**src/rtl/sfm_stream_addrgen.sv**
```systemverilog
// Streamer address generator: latches a descriptor on start and emits one address per beat.
// Optional two-dimensional addressing is enabled by defining SFM_ADDRGEN_D1_EN.
module sfm_stream_addrgen #(
    parameter int unsigned ADDR_WIDTH = 32,
    parameter int unsigned LEN_WIDTH  = 16
) (
    input  logic                  clk_i,
    input  logic                  rst_i,
    input  logic                  clear_i,
    input  logic                  req_start_i,
    input  logic [ADDR_WIDTH-1:0] base_addr_i,
    input  logic [LEN_WIDTH-1:0]  tot_len_i,
    input  logic [LEN_WIDTH-1:0]  d0_len_i,
    input  logic [ADDR_WIDTH-1:0] d0_stride_i,
    input  logic [ADDR_WIDTH-1:0] d1_stride_i,
    output logic [ADDR_WIDTH-1:0] addr_o,
    output logic                  addr_valid_o,
    input  logic                  addr_ready_i,
    output logic                  ready_start_o,
    output logic                  busy_o,
    output logic                  done_o
);

    typedef enum logic [1:0] {StIdle, StRun, StDone} state_e;

    state_e                state_q, state_d;
    logic [ADDR_WIDTH-1:0] addr_q, addr_d;
    logic [ADDR_WIDTH-1:0] d0_stride_q, d0_stride_d;
    logic [LEN_WIDTH-1:0]  tot_len_q, tot_len_d;
    logic [LEN_WIDTH-1:0]  beat_cnt_q, beat_cnt_d;
    logic                  start, beat, last_beat;

`ifdef SFM_ADDRGEN_D1_EN
    logic [LEN_WIDTH-1:0]  d0_len_q, d0_len_d;
    logic [LEN_WIDTH-1:0]  d0_cnt_q, d0_cnt_d;
    logic [ADDR_WIDTH-1:0] d1_stride_q, d1_stride_d;
    logic [ADDR_WIDTH-1:0] line_base_q, line_base_d;
`else
    logic unused_d1;
    assign unused_d1 = ^{d0_len_i, d1_stride_i};
`endif

    assign start     = (state_q == StIdle) & req_start_i;
    assign beat      = (state_q == StRun) & addr_ready_i;
    assign last_beat = beat & (beat_cnt_q == tot_len_q - LEN_WIDTH'(1));

    always_ff @(posedge clk_i or posedge rst_i) begin
        if (rst_i) begin
            state_q <= StIdle;
        end else begin
            state_q <= state_d;
        end
    end

    always_comb begin
        state_d = state_q;
        if (clear_i) begin
            state_d = StIdle;
        end else begin
            unique case (state_q)
                StIdle: if (req_start_i) state_d = (tot_len_i == '0) ? StDone : StRun;
                StRun:  if (last_beat) state_d = StDone;
                StDone: state_d = StIdle;
                default: state_d = StIdle;
            endcase
        end
    end

    always_comb begin
        addr_o        = addr_q;
        addr_valid_o  = (state_q == StRun);
        ready_start_o = (state_q == StIdle);
        busy_o        = (state_q == StRun) | (state_q == StDone);
        done_o        = (state_q == StDone);
    end

    always_comb begin
        addr_d      = addr_q;
        d0_stride_d = d0_stride_q;
        tot_len_d   = tot_len_q;
        beat_cnt_d  = beat_cnt_q;
`ifdef SFM_ADDRGEN_D1_EN
        d0_len_d    = d0_len_q;
        d0_cnt_d    = d0_cnt_q;
        d1_stride_d = d1_stride_q;
        line_base_d = line_base_q;
`endif
        if (start) begin
            addr_d      = base_addr_i;
            d0_stride_d = d0_stride_i;
            tot_len_d   = tot_len_i;
            beat_cnt_d  = '0;
`ifdef SFM_ADDRGEN_D1_EN
            d0_len_d    = d0_len_i;
            d0_cnt_d    = '0;
            d1_stride_d = d1_stride_i;
            line_base_d = base_addr_i;
`endif
        end else if (beat && !last_beat) begin
            beat_cnt_d = beat_cnt_q + LEN_WIDTH'(1);
`ifdef SFM_ADDRGEN_D1_EN
            if (d0_len_q != '0 && d0_cnt_q == d0_len_q - LEN_WIDTH'(1)) begin
                d0_cnt_d    = '0;
                line_base_d = line_base_q + d1_stride_q;
                addr_d      = line_base_q + d1_stride_q;
            end else begin
                d0_cnt_d = d0_cnt_q + LEN_WIDTH'(1);
                addr_d   = addr_q + d0_stride_q;
            end
`else
            addr_d = addr_q + d0_stride_q;
`endif
        end
    end

    always_ff @(posedge clk_i or posedge rst_i) begin
        if (rst_i) begin
            addr_q      <= '0;
            d0_stride_q <= '0;
            tot_len_q   <= '0;
            beat_cnt_q  <= '0;
`ifdef SFM_ADDRGEN_D1_EN
            d0_len_q    <= '0;
            d0_cnt_q    <= '0;
            d1_stride_q <= '0;
            line_base_q <= '0;
`endif
        end else if (clear_i) begin
            addr_q      <= '0;
            d0_stride_q <= '0;
            tot_len_q   <= '0;
            beat_cnt_q  <= '0;
`ifdef SFM_ADDRGEN_D1_EN
            d0_len_q    <= '0;
            d0_cnt_q    <= '0;
            d1_stride_q <= '0;
            line_base_q <= '0;
`endif
        end else begin
            addr_q      <= addr_d;
            d0_stride_q <= d0_stride_d;
            tot_len_q   <= tot_len_d;
            beat_cnt_q  <= beat_cnt_d;
`ifdef SFM_ADDRGEN_D1_EN
            d0_len_q    <= d0_len_d;
            d0_cnt_q    <= d0_cnt_d;
            d1_stride_q <= d1_stride_d;
            line_base_q <= line_base_d;
`endif
        end
    end

endmodule

```
**config.mk**
```make
export PLATFORM = sky130hd
export DESIGN_NAME = sfm_stream_addrgen
export DESIGN_NICKNAME = d
export VERILOG_FILES = /design/src/rtl/sfm_stream_addrgen.sv
export SDC_FILE = /design/constraint.sdc
export NUM_CORES = 1
export LEC_CHECK = 0
export BUFFER_PORTS_ARGS = -buffer_cell sky130_fd_sc_hd__buf_2
export CAP_MARGIN = 5
export CORE_UTILIZATION = 49
export CTS_BUF_LIST = sky130_fd_sc_hd__clkbuf_16
export DETAILED_ROUTE_END_ITERATION = 10
export PLACE_DENSITY = 0.77
export SYNTH_ARGS = -nofsm -noshare
export SYNTH_HDL_FRONTEND = slang
export SYNTH_SLANG_ARGS = --single-unit
```
**constraint.sdc**
```tcl
create_clock -name clk_i -period 2.9 [get_ports clk_i]
set_input_delay 0.29 -clock clk_i [delete_from_list [all_inputs] [get_ports clk_i]]
set_output_delay 0.29 -clock clk_i [all_outputs]
set_load 0.02 [all_outputs]
```
==> metrics.txt <==
Reg2Reg Launch Point=tot_len_q[1]; All-Layer GR Usage=26.9%; pwr dens=739 nW/um2; Main synth FF type=dfrtp_1; Residual DRC=0; failing checks=negative setup slack; num ports=169; Final Setup Violations=49; gr ovfl total=0; row cnt=42; vias in the first global route=6425; Hold/Removal Path Class=in -> async; CP Launch Type=flop; largest net degree at the start of global routing=56; post-synthesis cell area=6730 um2; CTS tree=built; die width=119 um; first-pass GRT wire length=30500 um; final non-filler cell area=8420 um2; Tightest Pin Transition=0.711 ns; CP endpoint kind=flop; outcome=complete, but fails checks; drt pass-1 iters=5; asr flop ratio synth=100%; LEAKAGE=3.96 nW; DR WL/cell=15.9 um; r2r setup slk=-0.21 ns; CTS root buf=clkbuf_16; worst reg2reg endpoint=addr_o[10]; CTS Buf Count=9; Via density=5.72; Layout Area Growth over Synthesis=25.1%; Post-synth EDFFs=0; Mapped Cells=811; final period utilization=107%; HPWL after detailed placement=13000 um; Port Buf Inserts=120; hold buffer count at CTS=0; Avg Cell Area, Syn=8.30 um2; Die H=119 um; share of post-route cells with drive strength above 1=24.1%; CTS H-tree lvls=3; Initial Util=50.6%; critical path peak fanout=7; Synth Net Count=981; Synth warnings=0; fmax=0.322 GHz; post-layout util=63.3%; crit path setup slack, layout=-0.210 ns; Max Slew Vio Count=0; Clock Latency Late Sink=0.36 ns; GPL Wtd Cong=0.945; DRT Wirelength=18300 um; RSZ-0062 raised after global routing=yes; critical path type=reg -> reg; Max Cap Viol=0; core area=13300 um2; CTS sink cnt=98; Final Hold Vio Count=0; sequential share of the synthesized area=36.4%; diode count=0; Placed Area=7940 um2; Clock Tree Buf Depth=2; die area=14200 um2; maximum VDD drop=0.489 mV; Crit. Startpoint=tot_len_q[1]; Synth Register Bits=98; nets=1136; Antenna Violating Nets Remaining=0; final critical-path required period=3.11 ns; initial antenna violation count=0; Synth cell types=66; Slew headroom=52.6%; required time of the critical path=3.12 ns; clock-pin slew of the registers on the worst-case setup and hold paths=0.07 ns; Max Clock Skew=0.00941 ns; reg2reg path depth=13; detailed-route via count=6565; initial DRC count=447; Worst EP arrival=3.33 ns
-- kinds of logic after synthesis --
logic type | Yosys count | synth area share, %
adders and majority gates | 37 | 6.99
xor gates and xnor gates | 50 | 6.51
AOI/OAI and AO/OA | 235 | 20.8
DFF | 98 | 36.4
buffers and inverters | 56 | 3.79
muxes | 21 | 3.14
and+or+nand+nor | 314 | 22.3
-- worst max-delay path, stage by stage (launching register included) --
cell and delay, ns:
dfrtp_1 0.38, inv_1 0.06, ha_2 0.16, or4b_4 0.51
or4_4 0.45, a2111oi_4 0.30, o211ai_1 0.15, nor4_2 0.19
buf_4 0.18, nor2_4 0.06, buf_12 0.15, buf_12 0.12
mux2i_1 0.17, a21oi_1 0.09
-- layout by cell type (no fill, tap or decap), types with 12 or more instances in the layout --
| cell | synthesis | layout |
|---|---|---|
| nand2_1 | 138 | 134 |
| buf_2 | 2 | 120 |
| a21oi_1 | 108 | 107 |
| dfrtp_1 | 98 | 98 |
| buf_4 | 1 | 51 |
| o21ai_0 | 52 | 50 |
| nor2_1 | 52 | 50 |
| ha_1 | 36 | 35 |
| xnor2_1 | 26 | 24 |
| xor2_1 | 24 | 23 |
| mux2i_1 | 20 | 19 |
| nand3_1 | 20 | 15 |
| nor3_1 | 15 | 15 |
| nand4_1 | 14 | 14 |
| inv_1 | 14 | 13 |
| a21o_1 | 13 | 13 |
| and3_1 | 12 | 12 |
-- synth_stat cells, drive strengths merged, types with 3 or more instances --
cell type,number,area share (%)
and3,12,1.1
o2111ai,4,0.52
clkbuf,33,1.8
o211ai,9,1.0
or4,7,0.84
o21ai,52,3.9
dfrtp,98,36
or2,4,0.37
nand3b,4,0.45
a21oi,108,8.0
nor3,15,1.1
nand3,20,1.5
a21o,13,1.4
a21boi,3,0.33
and2,6,0.56
a31oi,10,0.93
mux2i,20,3.0
xor2,24,3.1
nor2b,7,0.65
nor2,52,2.9
inv,14,0.78
o31ai,3,0.33
a211oi,7,0.78
ha,36,6.7
nor4,8,0.84
nand2b,4,0.37
xnor2,26,3.4
o21bai,5,0.56
nand4,14,1.3
or3,10,0.93
and4,4,0.52
nand2,138,7.7
buf,9,1.2
-- per-layer routing --
metal  GRT usage, %  routed length [um]  up-vias
li1               -                   -     3224
met1           34.3                8000     3103
met2           45.7                9030      210
met3           5.27                 955       28
met4           8.31                 292        0
met5              0                   0        -
-- what timing repair did --
item                       in CTS  in global routing
pin swaps                      19                  3
gates cloned                    1                  0
setup buffers                   4                  4
setup endpoints to repair      50                 50
gates resized for setup        11                 11
-- per-stage QoR --
step	setup WS, ns	hold slack (ns)	setup TNS (ns)	cells	power [mW]
after floorplan	-0.231	0.421	-7.49	811	3.88
after global placement	-0.254	0.445	-8.77	1123	4.78
after detailed placement	-0.342	0.452	-11.90	1123	4.83
after CTS	-0.200	0.0750	-5.96	1144	6.19
after global routing	-0.353	0.0934	-13.93	1147	6.65
final	-0.210	0.0451	-6.30	1147	6.22
-- state kept, by name (all words and copies together) (netlist names) --
signal       flops
tot_len_q       16
addr_o          32
beat_cnt_q      16
state_q          2
d0_stride_q     32
-- final cells by class --
class	count	area, um2
Sequential cell	98	2450
Fill cell	1159	4870
Tap cell	176	220
Clock inverter	7	67.6
Clock buffer	9	225
Inverter	14	55.1
Multi-Input combinational cell	657	4160
Timing Repair Buffer	186	1240
-- worst max-delay path by stage --
stage / cells past startpoint / endpoint
after floorplan: 14 / addr_o[1]
after detailed placement: 12 / state_q[0]
after global placement: 13 / addr_o[2]
after CTS: 13 / addr_o[10]
after global routing: 13 / addr_o[13]
final: 13 / addr_o[10]
-- where the power goes --
group | total, mW | switching, mW | internal (mW)
clock network | 1.24 | 0.566 | 0.670
logic | 3.16 | 1.79 | 1.36
registers | 1.83 | 0.211 | 1.62
Note: power is estimated with default switching activity, not from simulation.
